===== src/rtl/alerta_actuador.sv =====
// Alert bus consumer: filters the 2-bit alert level, runs the severity FSM and drives alarm/fan.
// Optional event counter output enabled by defining CONTADOR_EVENTOS_EN.
module alerta_actuador #(
  parameter int unsigned FILTRO_CICLOS = 16,
  parameter int unsigned T_PARPADEO    = 25000000,
  parameter int unsigned T_ENFRIAR     = 250000000,
  parameter int unsigned ANCHO_CNT     = 28
) (
  input  logic       clk,
  input  logic       reset,
  input  logic [1:0] Alerta,
  input  logic       silenciar,
  output logic       Alarma,
  output logic       Ventilador,
  output logic [1:0] Estado
`ifdef CONTADOR_EVENTOS_EN
  ,
  output logic [7:0] eventos
`endif
);

  typedef enum logic [1:0] {
    StNormal       = 2'b00,
    StAviso        = 2'b01,
    StFuerte       = 2'b10,
    StEnfriamiento = 2'b11
  } estado_e;

  localparam logic [7:0]           FiltroMax = 8'(FILTRO_CICLOS);
  localparam logic [ANCHO_CNT-1:0] ParpMax   = ANCHO_CNT'(T_PARPADEO - 1);
  localparam logic [ANCHO_CNT-1:0] EnfrMax   = ANCHO_CNT'(T_ENFRIAR - 1);

  // Illegal code 01 decodes to the strongest level (fail-safe).
  function automatic logic [1:0] decodificar(input logic [1:0] a);
    case (a)
      2'b00:   return 2'd0;
      2'b10:   return 2'd1;
      default: return 2'd2;
    endcase
  endfunction

  estado_e              estado_q, estado_d;
  logic [1:0]           muestra_q, muestra_d;
  logic [1:0]           nivel_q, nivel_d;
  logic [7:0]           filtro_cnt_q, filtro_cnt_d;
  logic [ANCHO_CNT-1:0] parp_q, parp_d;
  logic                 fase_q, fase_d;
  logic [ANCHO_CNT-1:0] enfr_q, enfr_d;
  logic                 mudo_q, mudo_d;
  logic                 alarma_q, alarma_d;
  logic                 ventilador_q, ventilador_d;

  // Input filter: level accepted once the sample has been stable for FILTRO_CICLOS edges.
  always_comb begin
    muestra_d    = decodificar(Alerta);
    nivel_d      = nivel_q;
    filtro_cnt_d = '0;
    if (muestra_d == muestra_q) begin
      filtro_cnt_d = (filtro_cnt_q < FiltroMax) ? filtro_cnt_q + 8'd1 : filtro_cnt_q;
    end
    if (filtro_cnt_d == FiltroMax) begin
      nivel_d = muestra_d;
    end
  end

  always_comb begin
    estado_d = estado_q;
    enfr_d   = '0;
    unique case (estado_q)
      StNormal: begin
        if (nivel_q == 2'd2)      estado_d = StFuerte;
        else if (nivel_q == 2'd1) estado_d = StAviso;
      end
      StAviso: begin
        if (nivel_q == 2'd2)      estado_d = StFuerte;
        else if (nivel_q == 2'd0) estado_d = StNormal;
      end
      StFuerte: begin
        if (nivel_q != 2'd2) estado_d = StEnfriamiento;
      end
      StEnfriamiento: begin
        // Re-escalation beats cool-down expiry.
        if (nivel_q == 2'd2) begin
          estado_d = StFuerte;
        end else if (enfr_q == EnfrMax) begin
          estado_d = (nivel_q == 2'd1) ? StAviso : StNormal;
        end else begin
          enfr_d = enfr_q + 1'b1;
        end
      end
    endcase
  end

  always_comb begin
    parp_d = '0;
    fase_d = 1'b1;
    if (estado_q == StAviso && estado_d == StAviso) begin
      if (parp_q == ParpMax) begin
        parp_d = '0;
        fase_d = ~fase_q;
      end else begin
        parp_d = parp_q + 1'b1;
        fase_d = fase_q;
      end
    end

    mudo_d = mudo_q;
    if (silenciar && (estado_q == StAviso || estado_q == StFuerte)) begin
      mudo_d = 1'b1;
    end
    if (estado_d == StNormal || (estado_d == StFuerte && estado_q != StFuerte)) begin
      mudo_d = 1'b0;
    end

    ventilador_d = (estado_d == StFuerte) || (estado_d == StEnfriamiento);
    alarma_d     = !mudo_d && ((estado_d == StFuerte) || (estado_d == StAviso && fase_d));
  end

  always_ff @(posedge clk) begin
    if (!reset) begin
      estado_q     <= StNormal;
      muestra_q    <= '0;
      nivel_q      <= '0;
      filtro_cnt_q <= '0;
      parp_q       <= '0;
      fase_q       <= 1'b1;
      enfr_q       <= '0;
      mudo_q       <= 1'b0;
      alarma_q     <= 1'b0;
      ventilador_q <= 1'b0;
    end else begin
      estado_q     <= estado_d;
      muestra_q    <= muestra_d;
      nivel_q      <= nivel_d;
      filtro_cnt_q <= filtro_cnt_d;
      parp_q       <= parp_d;
      fase_q       <= fase_d;
      enfr_q       <= enfr_d;
      mudo_q       <= mudo_d;
      alarma_q     <= alarma_d;
      ventilador_q <= ventilador_d;
    end
  end

  assign Estado     = estado_q;
  assign Alarma     = alarma_q;
  assign Ventilador = ventilador_q;

`ifdef CONTADOR_EVENTOS_EN
  logic [7:0] eventos_q, eventos_d;

  always_comb begin
    eventos_d = eventos_q;
    if (estado_d == StFuerte && estado_q != StFuerte && eventos_q != 8'hFF) begin
      eventos_d = eventos_q + 8'd1;
    end
  end

  always_ff @(posedge clk) begin
    if (!reset) eventos_q <= '0;
    else        eventos_q <= eventos_d;
  end

  assign eventos = eventos_q;
`endif

endmodule


===== config.mk =====
export PLATFORM = sky130hd
export DESIGN_NAME = alerta_actuador
export DESIGN_NICKNAME = d
export VERILOG_FILES = /design/src/rtl/alerta_actuador.sv
export SDC_FILE = /design/constraint.sdc
export NUM_CORES = 1
export LEC_CHECK = 0
export ABC_AREA = 0
export CORE_MARGIN = 2
export CORE_UTILIZATION = 25
export CTS_CLUSTER_SIZE = 10
export DETAILED_ROUTE_END_ITERATION = 6
export PLACE_DENSITY = 0.38
export REMOVE_ABC_BUFFERS = 1
export SYNTH_ARGS = -nofsm -noshare
export SYNTH_HDL_FRONTEND = slang
export SYNTH_SLANG_ARGS = --single-unit

===== constraint.sdc =====
create_clock -name clk -period 6 [get_ports clk]
set_clock_uncertainty 0.1 [all_clocks]
set_input_delay 0.6 -clock clk [delete_from_list [all_inputs] [get_ports clk]]
set_output_delay 0.6 -clock clk [all_outputs]
set_load 0.005 [all_outputs]

After elaboration in Yosys (flattened, before gate mapping)
Index checks and enable logic that the tools add are counted.
{"block": "word_totals", "register_bits": 74, "latch_bits": 0, "ram_bits": 0, "romBits": 0, "inputBits": 5, "mem_count": 0}
{"block": "op_classes", "add_sub_neg": 3, "n_mul": 0, "n_div": 0, "magnitude_cmp": 1, "eq_ne": 15, "shift": 0, "muxes": 16, "bitwise_logic": 4, "reduce_logical": 16}
{"cell": "28-bit by 1-bit adder with 28-bit output, second input constant", "n": 2}
{"cell": "28-bit by 25-bit == test with 1-bit output, second input constant", "n": 1}
{"cell": "28-bit == test, second input constant", "n": 1}
{"cell": "8-bit two-way mux", "n": 2}
{"cell": "2-bit two-way mux", "n": 7}
{"cell": "2-bit == test, second input constant", "n": 6}
{"cell": "8-bit by 1-bit adder with 8-bit output, second input constant", "n": 1}
{"cell": "8-bit by 5-bit == test with 1-bit output, second input constant", "n": 1}
{"cell": "2-bit zero test", "n": 4}
{"cell": "8-bit by 5-bit < comparator with 1-bit output, second input constant", "n": 1}
{"cell": "2-bit case mux with 4 select lines", "n": 1}
{"cell": "2-bit by 1-bit == test with 1-bit output, second input constant", "n": 3}
{"cell": "1-bit logical AND", "n": 5}
{"cell": "1-bit two-way mux", "n": 5}
{"cell": "1-bit logical OR", "n": 4}
{"cell": "2-bit inequality test, second input constant", "n": 2}
{"cell": "1-bit inverter", "n": 4}
{"cell": "2-bit case mux with 2 select lines", "n": 1}
{"cell": "4-bit OR reduction", "n": 1}
{"cell": "3-bit OR reduction", "n": 1}
{"cell": "2-bit == test", "n": 1}
{"cell": "1-bit zero test", "n": 1}

Logic depth before layout (Yosys ltp)
Gate-level depths: netlist (run 1).
{"block": "depth", "depth_word": 11, "depth_mapped": 10}

Worst setup path before layout (run 1)
Ideal clock, no wire load.
{"block": "synth_timing", "path_kind": "register -> register", "startpoint": "register enfr_q[0]", "endpoint": "register parp_q[11]", "arrival_ps": 2595, "required_time_ps": 5836, "slack_ps": 3241, "stages_incl_launch_ff": 11, "path_buffers": 3, "synth_period_minus_slack_ps": 2759, "cell_sequence": "dfxtp_1 -> ha_1 -> nand4_2 -> or4_1 -> buf_2 -> nor4b_2 -> and4bb_4 -> or4_4 -> buf_6 -> buf_12 -> nor2_4"}
{"block": "synth_between", "elab_chain_len": 8}
{"element": "start, declared", "line": "48", "source": "logic [ANCHO_CNT-1:0] enfr_q, enfr_d;"}
{"element": "start signal, assigned", "line": "138", "source": "enfr_q <= enfr_d;"}
{"element": "28-bit == test", "line": "85", "source": "end else if (enfr_q == EnfrMax) begin"}
{"element": "2-bit two-way mux", "line": "85"}
{"element": "2-bit two-way mux", "line": "83", "source": "if (nivel_q == 2'd2) begin"}
{"element": "2-bit case mux with 4 select lines", "line": "69", "source": "unique case (estado_q)"}
{"element": "2-bit by 1-bit == test with 1-bit output", "line": "97", "source": "if (estado_q == StAviso && estado_d == StAviso) begin"}
{"element": "1-bit logical AND", "line": "97"}
{"element": "1-bit inverter (no source line)"}
{"element": "3-bit OR reduction (no source line)"}
{"element": "end signal, assigned", "line": "136", "source": "parp_q <= parp_d;"}
{"element": "end, declared", "line": "46", "source": "logic [ANCHO_CNT-1:0] parp_q, parp_d;"}
No other way between the ends.
A chain may end at the register's enable or synchronous reset.

Worst setup path in the final report (run 1)
{"block": "layout_timing", "startpoint": "register enfr_q[0]", "endpoint": "register parp_q[2]"}
Same word-level chain as after synthesis.

==> reports/qor.yml, run 1 <==
synthesis:
  synthArstFlopShare_pct: 0
  ys_top_cells_by_area: "dfxtp_1 42%, xor2_1 8.9%, nor2_4 5.7%"
  postSynthCellCount: 386
  ys_ff_latch: 74
  post-synth-top-count-cell: "dfxtp_1"
  syn_area_mm2: 0.00354
  yosys.area.top_type: "dfxtp_1"
  avgSynthCellArea_um2: 9.17
  synth_ff_type: "dfxtp_1"
  ys_types: 49
  synth.top_cells.by_count: "74 x dfxtp_1, 50 x nor2_1, 36 x xor2_1"
  yosys.area.top_type_share_pct: 41.9
  synth_edf_count: 0
  yosysSeqAreaShare_pct: 41.9
  ys_warn_count: 0
power:
  irDropWorstVdd_mv: 0.134
  p_comb_share_pct: 3.6
  leakage_nw: 1.30
  p_int_w: 0.000934
  p_per_area_mw_per_mm2: 281
  p_switching_w: 0.000230
  switching_share_pct: 19.8
  power.clock.fraction_pct: 53.5
  p_seq_share_pct: 42.9
place:
  place.gp.congestion: 0.706
  io_buffers: 8
  hpwl_mm: 4.61
finish:
  multi_input_area_mm2: 0.00195
  drive_above_1_share_pct: 10.7
  n_antenna_cell: 0
  regArea_mm2: 0.00148
  fin_nets: 409
  area_growth_syn_to_layout_pct: 16.9
  nFillCells: 1436
floorplanning:
  io_pins: 9
  die_y_um: 123
  coreArea_mm2: 0.0138
  core.rowCount: 43
  die_x_um: 123
  die_area_mm2: 0.0151
  start_util_pct: 25.6
timing:
  slew_headroom_pct: 25.4
  period_needed_ns: 3.05
  whs_ns: 0.366
  period_share_pct: 50.8
  final-setup-viol-count: 0
  tightest_slew_ns: 1.11
  hold_violations: 0
  grt_setup_unrepaired: "false"
  fmax_ghz: 0.328
  tns_ns: 0
  slew_violations: 0
cts:
  clock_latency_ns: 0.33
  tritoncts: "built"
  cts_buffers: 9
  cts_num_sinks: 74
  clkTransAtPathRegs_ns: 0.06
  cts_setup_buffers: 0
  clock_tree.root_cell: "clkbuf_16"
  clock_path_buffers: 2
  cts_resized: 0
  cts_max_level: 3
  ctsHoldBuffers: 0
route:
  num_vias: 2566
  drt_first_iter_violations: 130
  viasPerCell: 4.41
  drc: 0
  wl_mm: 6.78
  dr.pass1.iters: 4
  drtAntennaViolNets: 0
  routedWlPerCell_um: 11.7
hold_path:
  hp-class: "reg -> reg"
  min_path_cells: 1
  hp-start: "enfr_q[0]"
  min_to: "enfr_q[0]"
worst_setup_path:
  r2r_start: "enfr_q[0]"
  crit_slowest_cell: "or4_4"
  cp_cell_sequence: "ha_1, nand4_2, or4_1, nor3_1, o21ai_0, or4_4, nor2_1"
  r2r_setup_slack_ns: 2.95
  reg2reg_depth: 7
  r2r-end: "parp_q[2]"
  cp-end-kind: "register"
  worst-path-max-fanout: 28
  worstSetupStartpointType: "register"
  required_ns: 6.16
  worstSetupPathType: "reg -> reg"
  critPathMaxStageDelay_ns: 0.78
  critPathArrivalTime_ns: 3.20
global_route:
  grt_max_degree: 29
  gr-usage-all-layers_pct: 9.86
  antenna_found_initial: 0
  grt_pass1_vias: 2402
  grt_pass1_wl_mm: 11.6
  overflow: 0
job:
  maxCapViolations: 0
status:
  outcome: "finished, final reports clean"
-- worst max path at each step --
stage / startpoint / cells past startpoint / slack (ns) / end
floorplan: enfr_q[0] / 7 / 3.21 / parp_q[10]
global placement: enfr_q[0] / 7 / 3.03 / parp_q[23]
detailed placement: enfr_q[0] / 7 / 2.96 / parp_q[22]
CTS: enfr_q[0] / 7 / 2.94 / parp_q[2]
global route: enfr_q[0] / 7 / 2.67 / parp_q[26]
finish: enfr_q[0] / 7 / 2.95 / parp_q[2]
-- cells in the final DEF, fill, tap and decap left out, types with 2 or more instances in the layout --
cell,n
nor2_2,2
inv_1,8
nand3_1,28
nand4_1,13
nand2_1,31
clkbuf_1,2
nor3_1,6
nor2_1,50
o31ai_1,2
ha_1,7
nor4_1,7
bufinv_16,3
nand3b_1,2
clkdlybuf4s50_1,8
xnor2_1,17
nand2b_1,3
xor2_1,36
nor4b_1,3
nand4b_1,2
dfxtp_1,74
and2_1,3
and3_1,13
clkbuf_16,9
nor2b_1,2
and4_1,4
or4_1,2
o21ai_0,9
nor3b_1,2
or3_1,3
mux2i_1,4
and4b_1,2
a21oi_1,6
buf_4,3
nor2_4,18
-- per-stage QoR --
stage	cells	worst slack [ns]	utilization, %	cell area, um2	power (W)
floorplan	375	3.21	-	3460	0.000535
global placement	566	3.03	27.4	3790	0.000553
detailed placement	566	2.96	27.4	3790	0.000553
CTS	582	2.94	29.9	4140	0.00119
global route	582	2.67	29.9	4140	0.00121
finish	582	2.95	29.9	4140	0.00116
-- cells by family after synthesis --
logic type / synth area share [%]
multiplexers: 1.13
flip-flops: 41.9
XOR/XNOR: 13.1
buffers and inverters: 3.18
AND/OR/NAND/NOR: 33.3
AO/OA/AOI/OAI: 4.88
adder cells (fa/ha/maj): 2.48
-- cell type report --
| type | instances | area share [%] |
|---|---|---|
| clock buffers | 12 | 5.96 |
| flip-flops and latches | 74 | 35.8 |
| repair buffers | 11 | 2.48 |
| clock inverters | 4 | 2.39 |
| multi-input cells | 293 | 47.2 |
| inverters | 8 | 0.726 |
| well taps | 180 | 5.45 |
-- per-layer routing --
metal	GRT usage, %	share of wire, %	up-vias
met1	12.7	50	1182
li1	-	-	1361
met4	4.05	1.6	0
met3	3.23	2.4	8
met5	0	0	-
met2	15.2	46	15
-- state kept, by name, summed over array words and instances, names as in the netlist --
name and count:
enfr_q 28, parp_q 28, filtro_cnt_q 8, Estado 2
muestra_q 2, nivel_q 2, Alarma 1, Ventilador 1
fase_q 1, mudo_q 1
-- power groups by stage --
stage | Clock (W) | Sequential (W) | Combinational [W]
3_5_place_dp | 0 | 0.000510 | 0.0000422
5_1_grt | 0.000666 | 0.000500 | 0.0000473
2_1_floorplan | 0 | 0.000509 | 0.0000261
6_report | 0.000622 | 0.000500 | 0.0000420
3_3_place_gp | 0 | 0.000511 | 0.0000427
4_1_cts | 0.000649 | 0.000500 | 0.0000426
-- worst max-delay path, delay by kind of cell, from the launching register on --
| family | cells | cell delay [ns] |
|---|---|---|
| and+or+nand+nor | 5 | 2.09 |
| adders and majority gates | 1 | 0.23 |
| DFF | 1 | 0.36 |
| AOI/OAI and AO/OA | 1 | 0.19 |
No activity file was read; power rests on OpenSTA's default activity.
==> run 2: changes to the inputs <==
- PLACE_DENSITY: 0.38 -> 0.39
- clock period: 6 -> 2.7 ns (I/O delays scaled with it)
==> reports/qor.yml, run 2 (synthesized netlist as in run 1, its figures left out) <==
finish:
  area_growth_syn_to_layout_pct: 27.7
  fin_nets: 439  # +7.3%
  n_antenna_cell: 0  # unchanged
  drive_above_1_share_pct: 20.4  # +9.7 points
  regArea_mm2: 0.00148  # +0.17%
  multi_input_area_mm2: 0.00204  # +4.6%
  reg_top3: "enfr_q: 28 flops, parp_q: 28 flops, filtro_cnt_q: 8 flops"
  mostFrequentLayoutCells: "72 x dfxtp_1, 42 x nor2_1, 36 x xor2_1, 31 x nand2_1"
  final_cells: 612  # +5.2%
  nFillCells: 1409  # -1.9%
  final_common_cell: "dfxtp_1"
cts:
  cts_max_level: 3  # unchanged
  cts_buffers: 9  # unchanged
  clkTransAtPathRegs_ns: 0.06  # about the same
  clock_path_buffers: 2  # unchanged
  cts_num_sinks: 74  # unchanged
  tritoncts: "built"
  clock_latency_ns: 0.34  # about the same
  clock_tree.root_cell: "clkbuf_16"
route:
  dr.pass1.iters: 4  # unchanged
  wl_mm: 7.39  # +8.9%
  viasPerCell: 4.49  # +1.8%
  drtAntennaViolNets: 0  # unchanged
  num_vias: 2747  # +7.1%
  drc: 0  # unchanged
  routedWlPerCell_um: 12.1  # +3.6%
  drt_first_iter_violations: 104  # -20%
worst_setup_path:
  crit_slowest_cell: "or4_4"
  worstSetupPathType: "reg -> reg"
  cp-endpoint: "parp_q[13]"
  r2r-end: "parp_q[13]"
  critPathArrivalTime_ns: 2.85  # -0.35 ns
  r2r_setup_slack_ns: 0.03  # -2.92 ns
  critPathTopFamily: "simple AND/OR/NAND/NOR gates"
  path_buf_inv: 1  # +1
  cp_common_cell: "or4_4"
  cp-end-kind: "register"
  r2r_start: "enfr_q[1]"
  worst-path-max-fanout: 5  # -82%
  crit_start: "enfr_q[1]"
  reg2reg_depth: 8  # +1
  required_ns: 2.88  # -3.28 ns
  worstSetupStartpointType: "register"
  cp_cell_sequence: "ha_4, nand4_4, or4_4, nor4b_4, and4bb_4, or4_4, buf_6, nor2_4"
  cp.depth: 8  # +1
  critPathMaxStageDelay_ns: 0.60  # -0.18 ns
place:
  hpwl_mm: 4.99  # +8.2%
  io_buffers: 8  # unchanged
  place.gp.congestion: 0.715  # +1.3%
  dp.cells: 592  # +4.6%
timing:
  period_needed_ns: 2.67  # -0.378 ns
  slew_violations: 0  # unchanged
  slew_headroom_pct: 69.0  # +44 points
  hold_violations: 0  # unchanged
  tightest_slew_ns: 0.461  # -0.647 ns
  period_share_pct: 98.8  # +48 points
  final-setup-viol-count: 0  # unchanged
  fmax_ghz: 0.375  # +14%
  tns_ns: 0  # unchanged
  grt_setup_unrepaired: "true"
global_route:
  grt_pass1_vias: 2711  # +13%
  grt_max_degree: 29  # unchanged
  overflow: 0  # unchanged
  grt_pass1_wl_mm: 12.5  # +7.6%
  antenna_found_initial: 0  # unchanged
  gr-usage-all-layers_pct: 10.7  # +0.80 points
floorplanning:
  core.rowCount: 43  # unchanged
  start_util_pct: 25.6  # unchanged
  die_x_um: 123  # unchanged
  die_y_um: 123  # unchanged
  coreArea_mm2: 0.0138  # unchanged
  io_pins: 9  # unchanged
  die_area_mm2: 0.0151  # unchanged
power:
  irDropWorstVdd_mv: 0.295  # +120%
  leakage_nw: 1.49  # +15%
  p_per_area_mw_per_mm2: 582  # +110%
job:
  maxCapViolations: 0  # unchanged
status:
  outcome: "finished, final reports clean"
hold_path:
  hp-class: "reg -> reg"
## run 2: timing repair
item | in CTS | in global routing
gates cloned | 0 | 3
hold buffers | 0 | 0
setup buffers | 0 | 1
pin swaps | 0 | 19
endpoints found under the setup margin | 28 | 28
resized for setup | 1 | 23
## run 2: layout make-up
cell class / instances / share of cell area [%]
repair buffers: 41 / 8.55
clock inverters: 5 / 2.21
well taps: 180 / 4.98
multi-input cells: 293 / 45.2
clock buffers: 11 / 5.59
inverters: 8 / 0.664
flip-flops and latches: 74 / 32.8
## run 2: worst min-delay path by stage
stage / start / endpoint / cells after the start
floorplan: reset / Estado[0] / 1
global placement: parp_q[0] / parp_q[0] / 1
detailed placement: parp_q[0] / parp_q[0] / 1
CTS: parp_q[0] / parp_q[0] / 1
global route: parp_q[0] / parp_q[0] / 1
finish: parp_q[0] / parp_q[0] / 1
## run 2: routing by layer
layer	share of wire, %	global-route usage, %
met4	1.7	4.19
met3	3.3	4.15
met1	47	12.6
met2	47	17.3
met5	0	0
## run 2: power breakdown
group	internal, W	total, W	switching, W
Combinational	0.0000568	0.000113	0.0000560
Sequential	0.00110	0.00111	0.00000672
Clock	0.000950	0.00141	0.000460
Total	0.00211	0.00263	0.000523
## run 2: worst register-to-register path: cells and delay by family, from the launching register on
family / cells / cell delay [ns]
buffers and inverters: 1 / 0.20
and+or+nand+nor: 6 / 1.82
DFF: 1 / 0.35
adders and majority gates: 1 / 0.15
## run 2: stage by stage
step                util [%]  worst slack, ns  hold slack [ns]  total power, W  instance area, um2
finish                  32.7           0.0319            0.379         0.00263                4520
global route            32.7          -0.0740            0.405         0.00273                4520
floorplan                  -          -0.0936            0.292         0.00119                3460
global placement        28.9           0.0358            0.359         0.00124                4000
CTS                     31.5           0.0124            0.380         0.00267                4350
detailed placement      28.9          -0.0275            0.364         0.00124                4000
